File: config.mk
export PLATFORM = sky130hd
export DESIGN_NAME = dcache_controller
export DESIGN_NICKNAME = d
export VERILOG_FILES = /design/src/rtl/dcache_controller.sv
export SDC_FILE = /design/constraint.sdc
export NUM_CORES = 1
export LEC_CHECK = 0
export BUFFER_PORTS_ARGS = -buffer_cell sky130_fd_sc_hd__buf_2
export CAP_MARGIN = 25
export CORE_MARGIN = 1
export CORE_UTILIZATION = 45
export DETAILED_ROUTE_END_ITERATION = 7
export HOLD_SLACK_MARGIN = 0.05
export PLACE_DENSITY = 0.61
export SYNTH_ARGS = -nofsm -noshare
export SYNTH_HDL_FRONTEND = slang
export SYNTH_SLANG_ARGS = --single-unit
File: constraint.sdc
create_clock -name CLK -period 7.8 [get_ports CLK]
set_clock_uncertainty 0.2 [all_clocks]
set_input_delay 0.39 -clock CLK [delete_from_list [all_inputs] [get_ports CLK]]
set_output_delay 0.39 -clock CLK [all_outputs]
set_load 0.03 [all_outputs]
File: src/rtl/dcache_controller.sv
// dcache_controller: direct-mapped, write-back, write-allocate data cache
// for an 8-bit byte-addressed CPU backed by a 32-bit block memory.
//
// Parameters:
//   LINES          number of lines (power of 2, 2..16); IW=log2(LINES), tag 6-IW bits
// Ports:
//   CLK            system clock, rising edge
//   RESET          asynchronous active-low reset
//   READ/WRITE     CPU byte request, held until BUSYWAIT low (both high = write)
//   ADDRESS[7:0]   {tag, index, offset[1:0]}
//   WRITEDATA[7:0] CPU store byte
//   BUSYWAIT       CPU stall
//   WORD1..WORD4   bytes 0..3 of the indexed block (to downstream byte selector)
//   OFFSET[1:0]    ADDRESS[1:0], select for the downstream byte selector
//   MEM_READ/MEM_WRITE, MEM_ADDRESS[5:0], MEM_WRITEDATA[31:0]  block memory request
//   MEM_READDATA[31:0], MEM_BUSYWAIT                          block memory response
// Optional feature (macro DCACHE_STATS_EN):
//   HIT_COUNT/MISS_COUNT[15:0]  saturating hit / miss counters
module dcache_controller #(
  parameter int unsigned LINES = 8
) (
  input  logic        CLK,
  input  logic        RESET,
  input  logic        READ,
  input  logic        WRITE,
  input  logic [7:0]  ADDRESS,
  input  logic [7:0]  WRITEDATA,
  output logic        BUSYWAIT,
  output logic [7:0]  WORD1,
  output logic [7:0]  WORD2,
  output logic [7:0]  WORD3,
  output logic [7:0]  WORD4,
  output logic [1:0]  OFFSET,
  output logic        MEM_READ,
  output logic        MEM_WRITE,
  output logic [5:0]  MEM_ADDRESS,
  output logic [31:0] MEM_WRITEDATA,
  input  logic [31:0] MEM_READDATA,
  input  logic        MEM_BUSYWAIT
`ifdef DCACHE_STATS_EN
  ,
  output logic [15:0] HIT_COUNT,
  output logic [15:0] MISS_COUNT
`endif
);

  localparam int unsigned IW = $clog2(LINES);
  localparam int unsigned TW = 6 - IW;

  typedef enum logic [1:0] {IDLE, WRITEBACK, FETCH, UPDATE} state_t;

  state_t state, next;

  logic [31:0]      blocks [LINES];
  logic [TW-1:0]    tags   [LINES];
  logic [LINES-1:0] valid;
  logic [LINES-1:0] dirty;
  logic [31:0]      fill_q;

  logic [IW-1:0] idx;
  logic [TW-1:0] atag;
  logic          req;
  logic          hit;
  logic          busy;

  assign idx  = ADDRESS[IW+1:2];
  assign atag = ADDRESS[7:IW+2];
  assign req  = READ | WRITE;
  assign hit  = valid[idx] && (tags[idx] == atag);

  assign WORD1  = blocks[idx][7:0];
  assign WORD2  = blocks[idx][15:8];
  assign WORD3  = blocks[idx][23:16];
  assign WORD4  = blocks[idx][31:24];
  assign OFFSET = ADDRESS[1:0];

  // Stall is masked while reset is held so a CPU parked on a request
  // is not reported as stalled by a cache that is not running.
  assign BUSYWAIT = busy & RESET;

  always_ff @(posedge CLK or negedge RESET) begin
    if (!RESET) state <= IDLE;
    else        state <= next;
  end

  // Memory request outputs decode from state, so an asynchronous reset
  // drops them in the same instant the state returns to IDLE.
  always_comb begin
    next          = state;
    busy          = 1'b0;
    MEM_READ      = 1'b0;
    MEM_WRITE     = 1'b0;
    MEM_ADDRESS   = '0;
    MEM_WRITEDATA = '0;
    case (state)
      IDLE: begin
        if (req && !hit) begin
          busy = 1'b1;
          next = (valid[idx] && dirty[idx]) ? WRITEBACK : FETCH;
        end
      end
      WRITEBACK: begin
        busy          = 1'b1;
        MEM_WRITE     = 1'b1;
        MEM_ADDRESS   = {tags[idx], idx};
        MEM_WRITEDATA = blocks[idx];
        if (!MEM_BUSYWAIT) next = FETCH;
      end
      FETCH: begin
        busy        = 1'b1;
        MEM_READ    = 1'b1;
        MEM_ADDRESS = {atag, idx};
        if (!MEM_BUSYWAIT) next = UPDATE;
      end
      UPDATE: begin
        busy = 1'b1;
        next = IDLE;
      end
      default: next = IDLE;
    endcase
  end

  always_ff @(posedge CLK or negedge RESET) begin
    if (!RESET) begin
      for (int unsigned i = 0; i < LINES; i++) begin
        blocks[i] <= '0;
        tags[i]   <= '0;
      end
      valid  <= '0;
      dirty  <= '0;
      fill_q <= '0;
    end else begin
      case (state)
        IDLE: begin
          // WRITE alone decides a store, so READ+WRITE behaves as a write.
          if (WRITE && hit) begin
            blocks[idx][{ADDRESS[1:0], 3'b000} +: 8] <= WRITEDATA;
            dirty[idx] <= 1'b1;
          end
        end
        FETCH: begin
          if (!MEM_BUSYWAIT) fill_q <= MEM_READDATA;
        end
        UPDATE: begin
          blocks[idx] <= fill_q;
          tags[idx]   <= atag;
          valid[idx]  <= 1'b1;
          dirty[idx]  <= 1'b0;
        end
        default: ;
      endcase
    end
  end

`ifdef DCACHE_STATS_EN
  // miss_seen marks that the current request already missed, so its
  // completion after the refill is not also counted as a hit.
  logic miss_seen;

  always_ff @(posedge CLK or negedge RESET) begin
    if (!RESET) begin
      HIT_COUNT  <= '0;
      MISS_COUNT <= '0;
      miss_seen  <= 1'b0;
    end else if (state == IDLE) begin
      if (req && !hit) begin
        if (MISS_COUNT != 16'hFFFF) MISS_COUNT <= MISS_COUNT + 16'd1;
        miss_seen <= 1'b1;
      end else if (req && hit) begin
        if (!miss_seen && (HIT_COUNT != 16'hFFFF)) HIT_COUNT <= HIT_COUNT + 16'd1;
        miss_seen <= 1'b0;
      end else begin
        miss_seen <= 1'b0;
      end
    end
  end
`endif

endmodule
**Word-level counts from Yosys, hierarchy flattened**

Cells that the tools add are included.

- Flip-flop bits (word level): 330
- Input port bits: 53
- Logic and storage cells: 92
- Output and inout port bits: 75

- Reduce and logical (&&, ||, !) cells: 13
- Bitwise logic cells: 8
- Multiplexer cells: 36
- Add/subtract/negate cells: 1
- Eq/ne operators: 8
- $lt $le $gt $ge: 4
- Shift operators: 2

Operators by type and width:

| kind | count |
|---|---|
| $bwmux 256 | 2 |
| $pmux 256 s2 | 1 |
| $mux 256 | 1 |
| $demux 32 s3 | 2 |
| $mux 32 | 5 |
| $bmux 32 s3 | 1 |
| $shift 8x7->32 const A | 1 |
| $shiftx 8x7->32 | 1 |
| $bwmux 24 | 1 |
| $or 8x8->8 | 2 |
| $pmux 8 s2 | 1 |
| $pmux 6 s2 | 1 |
| $bmux 3 s3 | 1 |
| $demux 3 s3 | 1 |
| $mux 3 | 3 |
| $and 8x8->8 | 1 |
| $mux 2 | 4 |
| $mux 8 | 1 |
| $ne 2x2->1 const B | 4 |
| $not 8->8 | 1 |
| $pmux 2 s4 | 1 |
| $neg 5->7 | 1 |
| $bmux 1 s3 | 2 |
| $logic_and 1x1->1 | 6 |
| 20 further kinds | 27 |

**Longest topological paths before layout**

Gate-level depths: netlist of the first run.

- Depth in word-level cells: 11
- Mapped depth: 11
- Depth with buffers taken out: 7

**Least setup slack after synthesis of the first run**

OpenSTA, ideal clock, no wires.

- Path type: input to output
- Start point: input port ADDRESS[2]
- End point: output port MEM_WRITEDATA[25]
- Path slack: 4.443 ns
- Stages on the path: 8
- Path buffers: 4
- Data required time: 7.210 ns
- Data arrival time: 2.767 ns
- Path through: buf_6 buf_2 buf_2 buf_2 nor2_1 a221oi_1 o21ai_0 and2_1

- Longest elaborated chain between the ends: 5

Ends and longest elaborated chain:

| item | line | text |
|---|---|---|
| start: declaration | 26 | `input logic [7:0] ADDRESS,` |
| $not 3->4 | n/a |  |
| $bmux 32 s3 | n/a |  |
| $mux 32 (2 in series) | n/a |  |
| net WORD4[1] | 32 | `output logic [7:0] WORD4,` |
| $mux 32 | 95 | `case (state)` |
| end: declaration | 37 | `output logic [31:0] MEM_WRITEDATA,` |

The timed path passes the listed nets, and every way through them passes these cells. The select of a mux whose other input is x is not followed.

**Worst setup path in the final report of the first run**

- Start point: input port ADDRESS[2]
- End point: output port MEM_WRITEDATA[9]

- Longest elaborated chain between the ends: 5

Ends and longest elaborated chain:

| item | line | text |
|---|---|---|
| $not 3->4 (not written as such) | 106 | `MEM_WRITEDATA = blocks[idx];` |
| $bmux 32 s3 | 106 |  |
| $mux 32 (not written as such) (2 in series) | 106 |  |
| $mux 32 | 95 |  |

No other way between the ends. The select of a mux whose other input is x is not followed.

==> results.md, run 1 <==
* Worst IR Drop VDD at about 0.00021 V
* Pwr per Cell Area at approximately 310 nW/um^2
* Startpoint types: primary input
* Syn_nets at between 1,500 and 2,000
* Met3 global-route usage at 0.0600
* Flops & latches, synth at 330
* CP Class: primary input to output pin
* Critical path required time at between 7000 and 8000 ps
* DRC at 0
* First-pass DRT Iterations at 6
* Horiz. Die Dim at between 200 and 250 um
* Sequential share of the synthesized area at 0.426
* Initial antenna violation count at 1
* Synth-to-layout area growth at 10.9%
* Comb power frac at 0.316
* Final WS setup at 3100 ps
* Setup crit end kind: output pin
* Mapped Cells at between 1,500 and 2,000
* Crit path DAT at 4110 ps
* Vias in the first global route at ~15,000
* Ys flop type: dfrtp_1
* Top-count cell post-synth: dfrtp_1
* Input/output buffers at between 100 and 150
* Via-per-instance ratio at about 6.8
* First-pass GRT wire length at just under 100 mm
* Clk pwr share at 0.277
* Initial Util at 0.460
* Critical path's most frequent cell: buf_4
* Die Ht at ~210 um
* RSZ-0062 raised after global routing: false
* Synth Warn # at 0
* Met2 usage at 0.461
* Syn avg cell area at approximately 12 um^2
* Drt total wl at 65.8 mm
* Max Slew Vio Count at 0
* Antenna-violating nets left at 0
* Setup TNS at 0 ps
* Clk slew on worst S/H paths at roughly 60 ps
* Sw power at approximately 2.5 mW
* Area contributors post-synth: dfrtp_1, o2bb2ai_2, a22oi_1, mux2_2, and2_1
* Dpl ws at just over 3000 ps
* Share of cells above drive strength 1 at 0.359
* Buffers and inverters on the worst path at 4
* Iteration-0 DRC Markers at approximately 1,500
* Setup violators final at 0
* Number of flops mapped to enable cells by yosys at 0
* Cell variety after synth at just under 60
* CTS tree: yes
* Clk buf depth at 3
* Most crowded layer after global routing: met2
* WL/cell at about 30 um
* Global-route usage over all layers at 0.300
* Total grt overflow at 0
* Sequential power share at 0.407
* Final instance area at about 22,000 um^2
* HP Class: primary input to flop
* Via count at about 15,000
* Area after DPL at just under 20,000 um^2
* CP Max Fanout at 40
* FP Rows at 75
* H-tree depth at 2
* Tcrit/Tclk final at 0.602
* Async set-reset flop share out of synthesis at 1.00
* CP delay by family, top: buffers and inverters
* Yosys top cell area share at 0.426
* Met1 usage at 0.413
* CP peak stage delay at between 900 and 1000 ps
* Synth top cells by count: dfrtp_1, a22oi_1, o2bb2ai_2
* Power Total at about 6.7 mW
* F_max at around 0.21 GHz
* Routability congestion estimate at between 0.8 and 0.9
* # IOs at 128
* Critical-path top delay cell: nor2_1
* Number of diodes at 0
* Fin crit period at ~4700 ps
* Clock tree root buffer cell: clkbuf_16
* Least-Margin Pin Slew at around 1100 ps
* Post-Syn Area at roughly 19,000 um^2
* Dominant cell type by area after synthesis: dfrtp_1
* DP HPWL at around 40 mm
* Core ar. at 42,200 um^2
* Full die area at ~44,000 um^2
* Number of buffers created by CTS at 39
* Nets at ~1,700
* Switching Share at 0.379
* Worst slew margin at 0.245
* Leak at 8.09 nW
* Post-CTS setup buffer count at 0
* Worst hold margin at 54.0 ps
* Final Hold Viols at 0
* Critical Path, Cell by Cell: buf_4 -> buf_4 -> inv_1 -> nor2_1 -> a221oi_1 -> o21ai_0 -> and2_1 -> buf_2
* Status: complete, no violations
* # clock sinks at 330
* Int Pwr at 4.15 mW
* Largest net degree at the start of global routing at a little under 100
* Skew-Pair Late Insertion Delay at around 560 ps
* Max-cap violations at 0
[final timing paths]
| kind | start | to | slack (ps) | depth (start not counted) |
|---|---|---|---|---|
| max in group asynchronous | RESET | blocks[233] | 5120 | 4 |
| min in group asynchronous | RESET | fill_q[2] | 170 | 2 |
| worst min-delay path | ADDRESS[5] | tags[18] | 50 | 2 |
| worst max-delay path | ADDRESS[2] | MEM_WRITEDATA[9] | 3100 | 8 |
| worst min register to register | valid[6] | valid[6] | 260 | 1 |
| worst max register to register | valid[2] | blocks[111] | 3730 | 7 |
[cells by family (layout without fill, tap and decap cells)]
logic type      count (synthesis)  count (layout)  share of synthesized area
compound gates                683             683                      0.364
xor+xnor                        2               2                   0.000903
fa+ha+maj                      10              10                    0.00645
buf+inv                       238             278                     0.0638
flops                         330             330                      0.426
mux                           122             122                     0.0776
simple gates                  220             220                     0.0622
[repair_timing]
| item | in CTS | in global routing |
|---|---|---|
| hold buffers | 36 | 0 |
| endpoints found under the hold margin | 120 | 0 |
| resized for setup | 0 | 0 |
[layout make-up]
cell class | instances | area, um^2
tap | 539 | 674
inverter | 15 | 56.3
fill | 3700 | 20700
timing repair buffer | 198 | 1300
clock buffer | 56 | 1160
multi-input combinational | 1037 | 9970
clock inverter | 9 | 95.1
sequential | 330 | 8260
[power by group through the flow]
stage / Clock [mW] / Sequential (mW) / Combinational (mW)
floorplan: 0 / 2.41 / 1.93
global placement: 0 / 2.71 / 2.06
detailed placement: 0 / 2.72 / 2.09
CTS: 1.87 / 2.70 / 2.10
global route: 1.94 / 2.77 / 2.24
finish: 1.85 / 2.72 / 2.11
[metal layers]
metal	up-vias	part of all wire
li1	6281	-
met1	7740	0.42
met2	770	0.46
met3	166	0.080
met4	0	0.041
met5	-	0
[placed cells by master (no fill, tap or decap), types with 14 or more instances in the layout]
cell type,count
dfrtp_1,330
a22oi_1,274
o2bb2ai_2,220
buf_2,125
and2_1,86
mux2_2,74
clkbuf_16,41
a221oi_1,40
dlygate4sd3_1,36
buf_4,34
nor2_1,31
mux2i_1,30
nand2_1,30
o2bb2ai_1,30
o21ai_0,26
o21ai_4,25
mux4_2,15
inv_1,14
nand3_1,14
[metrics by stage]
step	utilization	cells
after floorplan	-	1605
after global placement	0.471	2082
after detailed placement	0.471	2082
after CTS	0.509	2183
after global routing	0.510	2184
final	0.510	2184
[flip-flops by register name (all words and copies together), names as in the netlist, named ones only]
signal and cells:
blocks 256, fill_q 32, state 2, tags 24
valid 8
Note: power is estimated with default switching activity, not from simulation.
==> run 2, diff against run 1 <==
- PLACE_DENSITY: 0.61 -> 0.64
- clock period: 7.8 -> 4 ns (I/O delays scaled with it)
==> results.md, run 2 (synthesis results as in run 1) <==
* Status: complete, no violations
* Initial Util at 0.460
* Total grt overflow at 0
* Reg-to-reg endpoint: blocks[120]
* Drt total wl at ~65 mm
* Clk buf depth at 3
* Core ar. at 42,200 um^2
* Die Ht at 210 um
* Register with the most flip-flops: blocks
* Startpoint types: primary input
* RSZ-0062 raised after global routing: false
* CP Max Fanout at 31
* Largest registers: blocks (256), fill_q (32), tags (24)
* First-pass GRT wire length at 99.7 mm
* CP peak stage delay at between 600 and 700 ps
* Worst slew margin at 0.271
* Via count at 15,165
* Buffers and inverters on the worst path at 4
* Final Hold Viols at 0
* R2R depth at 6
* Synth-to-layout area growth at 12.9%
* Nets at 1,713
* Largest net degree at the start of global routing at between 100 and 150
* Crit path DAT at about 3000 ps
* Tcrit/Tclk final at 0.834
* Max-cap violations at 0
* # fillers at around 3,600
* Post-CTS setup buffer count at 0
* Multi-input logic area at roughly 10000 um^2
* DP HPWL at roughly 40 mm
* Setup crit end kind: output pin
* Critical path's most frequent cell: buf_4
* Full die area at between 40,000 and 50,000 um^2
* Global-route usage over all layers at 0.299
* Pwr per Cell Area at 599 nW/um^2
* Antenna-violating nets left at 0
* CP delay by family, top: buffers and inverters
* Number of buffers created by CTS at 39
* RR Startpoint: state[0]
* # resized after CTS at 0
* Power Total at between 10 and 15 mW
* Clk slew on worst S/H paths at 60 ps
* Critical Path Stages at 8
* # clock sinks at 330
* Worst IR Drop VDD at 0.000625 V
* Fin crit period at between 3000 and 4000 ps
* DRC at 0
* First-pass DRT Iterations at 8
* Final WS setup at 662 ps
* Critical path required time at roughly 3600 ps
* Setup TNS at 0 ps
* HP Class: primary input to asynchronous set/reset pin
* Setup violators final at 0
* Skew-Pair Late Insertion Delay at between 500 and 600 ps
* # IOs at 128
* F_max at ~0.3 GHz
* Most common cell after layout, fill and taps aside: dfrtp_1
* Max Slew Vio Count at 0
* Hold_buf cts at 44
* Dpl ws at 738 ps
* Input/output buffers at around 130
* Iteration-0 DRC Markers at between 1,500 and 2,000
* Number of diodes at 0
* Initial antenna violation count at 4
* Share of cells above drive strength 1 at 0.364
* Critical Path, Cell by Cell: buf_4 -> inv_1 -> nor2_1 -> buf_4 -> a221oi_1 -> o21ai_0 -> and2_1 -> buf_2
* Flip-flop count of the largest register after layout at 256
* Register area at 8260 um^2
* Least-Margin Pin Slew at around 1100 ps
* H-tree depth at 2
* Vias in the first global route at between 15,000 and 20,000
* Worst hold margin at roughly 80 ps
* Clock tree root buffer cell: clkbuf_16
* Commonest cells after routing, fill and taps aside: dfrtp_1, a22oi_1, o2bb2ai_2, buf_2, and2_1
* Leak at a little over 8 nW
* FP Rows at 75
* WL/cell at between 20 and 30 um
* Critical-path top delay cell: nor2_1
* CP Class: primary input to output pin
* Horiz. Die Dim at ~210 um
* Via-per-instance ratio at ~7
* R2R Setup Slk at 1060 ps
* CTS tree: yes
* Routability congestion estimate at ~0.86
[run 2: report_power, final]
| part | switching [mW] | internal [mW] |
|---|---|---|
| Sequential | 1.06 | 4.24 |
| Combinational | 2.40 | 1.79 |
| Clock | 1.45 | 2.19 |
[run 2: layer usage]
layer	share of wire	wire length, um	GRT usage
met2	0.45	29500	0.464
met5	0	0	0
met1	0.41	26800	0.403
met3	0.095	6160	0.0688
met4	0.040	2630	0.122
[run 2: how the worst max path moves through the flow]
stage	start	endpoint	slack, ps
floorplan	ADDRESS[2]	MEM_WRITEDATA[25]	1020
finish	ADDRESS[2]	MEM_WRITEDATA[9]	660
global route	ADDRESS[2]	MEM_WRITEDATA[9]	510
detailed placement	ADDRESS[2]	MEM_WRITEDATA[9]	740
global placement	ADDRESS[3]	blocks[59]	790
CTS	ADDRESS[2]	MEM_WRITEDATA[9]	720
[run 2: metrics by stage]
stage                     instance area, um^2  utilization  instances
final                                   21900        0.519       2217
after global routing                    21900        0.519       2217
after CTS                               21900        0.518       2216
after detailed placement                20100        0.477       2103
after global placement                  20100        0.477       2103
after floorplan                         19400            -       1605
[run 2: area by class of cell]
class | count | area share
clock buffers | 58 | 0.0529
clock inverters | 11 | 0.00605
inverters | 15 | 0.00257
multi-input cells | 1037 | 0.455
flip-flops and latches | 330 | 0.377
well taps | 539 | 0.0308
repair buffers | 227 | 0.0761
==> run 3, diff against run 2 <==
- clock period: 4 -> 2.9 ns (I/O delays scaled with it)
==> results.md, run 3 (synthesis results as in run 1) <==
* Status: complete, no violations
* Pwr per Cell Area at between 800 and 900 nW/um^2
* WL/cell at ~29 um
* Global-route usage over all layers at 0.306
* Initial antenna violation count at 3
* Dpl ws at ~46 ps
* Worst IR Drop VDD at ~0.00050 V
* Register with the most flip-flops: blocks
* Antenna-violating nets left at 0
* Clk buf depth at 3
* R2R Setup Slk at about 130 ps
* Most common cell after layout, fill and taps aside: dfrtp_1
* Critical path required time at 2560 ps
* Max Slew Vio Count at 0
* Skew-Pair Late Insertion Delay at roughly 570 ps
* Fin crit period at between 2000 and 3000 ps
* Die Ht at 210 um
* F_max at between 0.3 and 0.4 GHz
* Least-Margin Pin Slew at 880 ps
* DRC at 0
* Horiz. Die Dim at about 210 um
* RSZ-0062 raised after global routing: false
* Worst slew margin at 0.409
* Via-per-instance ratio at 6.76
* Flip-flop count of the largest register after layout at approximately 260
* FP Rows at 75
* First-pass DRT Iterations at 6
* First-pass GRT wire length at between 100 and 150 mm
* CP Max Fanout at 4
* Max-cap violations at 0
* Synth-to-layout area growth at 18.3%
* Final WS setup at between 90 and 100 ps
* Routability congestion estimate at 0.904
* Nets at between 1,500 and 2,000
* # clock sinks at 330
* Tcrit/Tclk final at 0.966
* Full die area at approximately 44,000 um^2
* Via count at about 16,000
* Initial Util at 0.460
* Commonest cells after routing, fill and taps aside: dfrtp_1, a22oi_1, o2bb2ai_2, buf_2, buf_4
* H-tree depth at 2
* Setup violators final at 0
* # IOs at roughly 130
* Clk slew on worst S/H paths at approximately 60 ps
* Largest net degree at the start of global routing at 95
* DP HPWL at 42.6 mm
* Leak at 8.83 nW
* # fillers at 3,579
* Largest registers: blocks (256), fill_q (32), tags (24)
* Clock tree root buffer cell: clkbuf_16
* Number of buffers created by CTS at 38
* Final Hold Viols at 0
* Crit path DAT at between 2000 and 2500 ps
* Drt total wl at around 67 mm
* Total grt overflow at 0
* HP Class: primary input to flop
* Iteration-0 DRC Markers at about 1,700
* CP Class: flop to output pin
* Vias in the first global route at roughly 16,000
* Startpoint types: flop
* CTS tree: yes
* Share of cells above drive strength 1 at 0.380
* Setup TNS at 0 ps
* Core ar. at 42,200 um^2
* Setup crit end kind: output pin
* Input/output buffers at approximately 130
-- run 3: changes by cell type in the layout (fill, tap and decap cells not counted), moves of 3 or more --
cell,previous run,this run
diode_2,0,7
buf_12,11,30
clkinv_2,7,4
dlygate4sd3_1,44,78
buf_4,45,93
-- run 3: power breakdown --
group	leakage, nW	internal (mW)	switching [mW]	total (mW)
clock network	0.610	2.87	2.03	4.89
logic	3.88	3.22	3.55	6.77
registers	4.34	5.85	1.48	7.33
-- run 3: worst max-delay path, cell delays in order, from the launching register on --
cell	delay (ps)
dfrtp_1	370
mux2i_1	190
o22ai_2	110
or3_4	380
a21o_1	190
nor3_4	250
o21ai_1	80
and2_1	160
buf_4	160
-- run 3: metrics by stage --
| stage | hold WS, ps | std cells | cell area, um^2 | power (mW) | utilization |
|---|---|---|---|---|---|
| 4_1_cts | 75.0 | 2310 | 22900 | 18.9 | 0.542 |
| 6_report | 100 | 2321 | 23000 | 19.0 | 0.544 |
| 3_5_place_dp | -108 | 2165 | 20800 | 13.6 | 0.493 |
| 2_1_floorplan | -351 | 1605 | 19400 | 11.7 | - |
| 5_1_grt | 135 | 2316 | 22900 | 19.8 | 0.543 |
| 3_3_place_gp | -110 | 2165 | 20800 | 13.4 | 0.493 |
-- run 3: what timing repair did --
item                       in CTS  in global routing
setup buffers                   0                  4
pin swaps                       0                  5
resized for setup               2                  7
hold endpoints to repair      402                  0
gates cloned                    0                  0
hold buffers                   79                  0
setup endpoints to repair       1                  2
-- run 3: layout make-up --
class,instances,area [um^2],area share
diodes,7,17.5,0.000763
flip-flops and latches,330,8260,0.360
repair buffers,327,2740,0.119
clock inverters,6,58.8,0.00256
clock buffers,60,1180,0.0513
well taps,539,674,0.0294
multi-input cells,1037,9970,0.434
inverters,15,56.3,0.00245
-- run 3: final timing paths --
kind | from | to | depth (start not counted)
max | tags[19] | BUSYWAIT | 8
min | WRITEDATA[6] | blocks[86] | 4
max reg2reg | tags[19] | blocks[133] | 8
min reg2reg | valid[6] | valid[6] | 1
max in group asynchronous | RESET | blocks[94] | 4
min in group asynchronous | RESET | valid[5] | 4
-- run 3: metal layers --
layer,share of wire,routed length (um),global-route usage
met1,0.41,27500,0.415
met2,0.45,30200,0.468
met3,0.094,6250,0.0715
met4,0.043,2860,0.130
met5,0,0,0
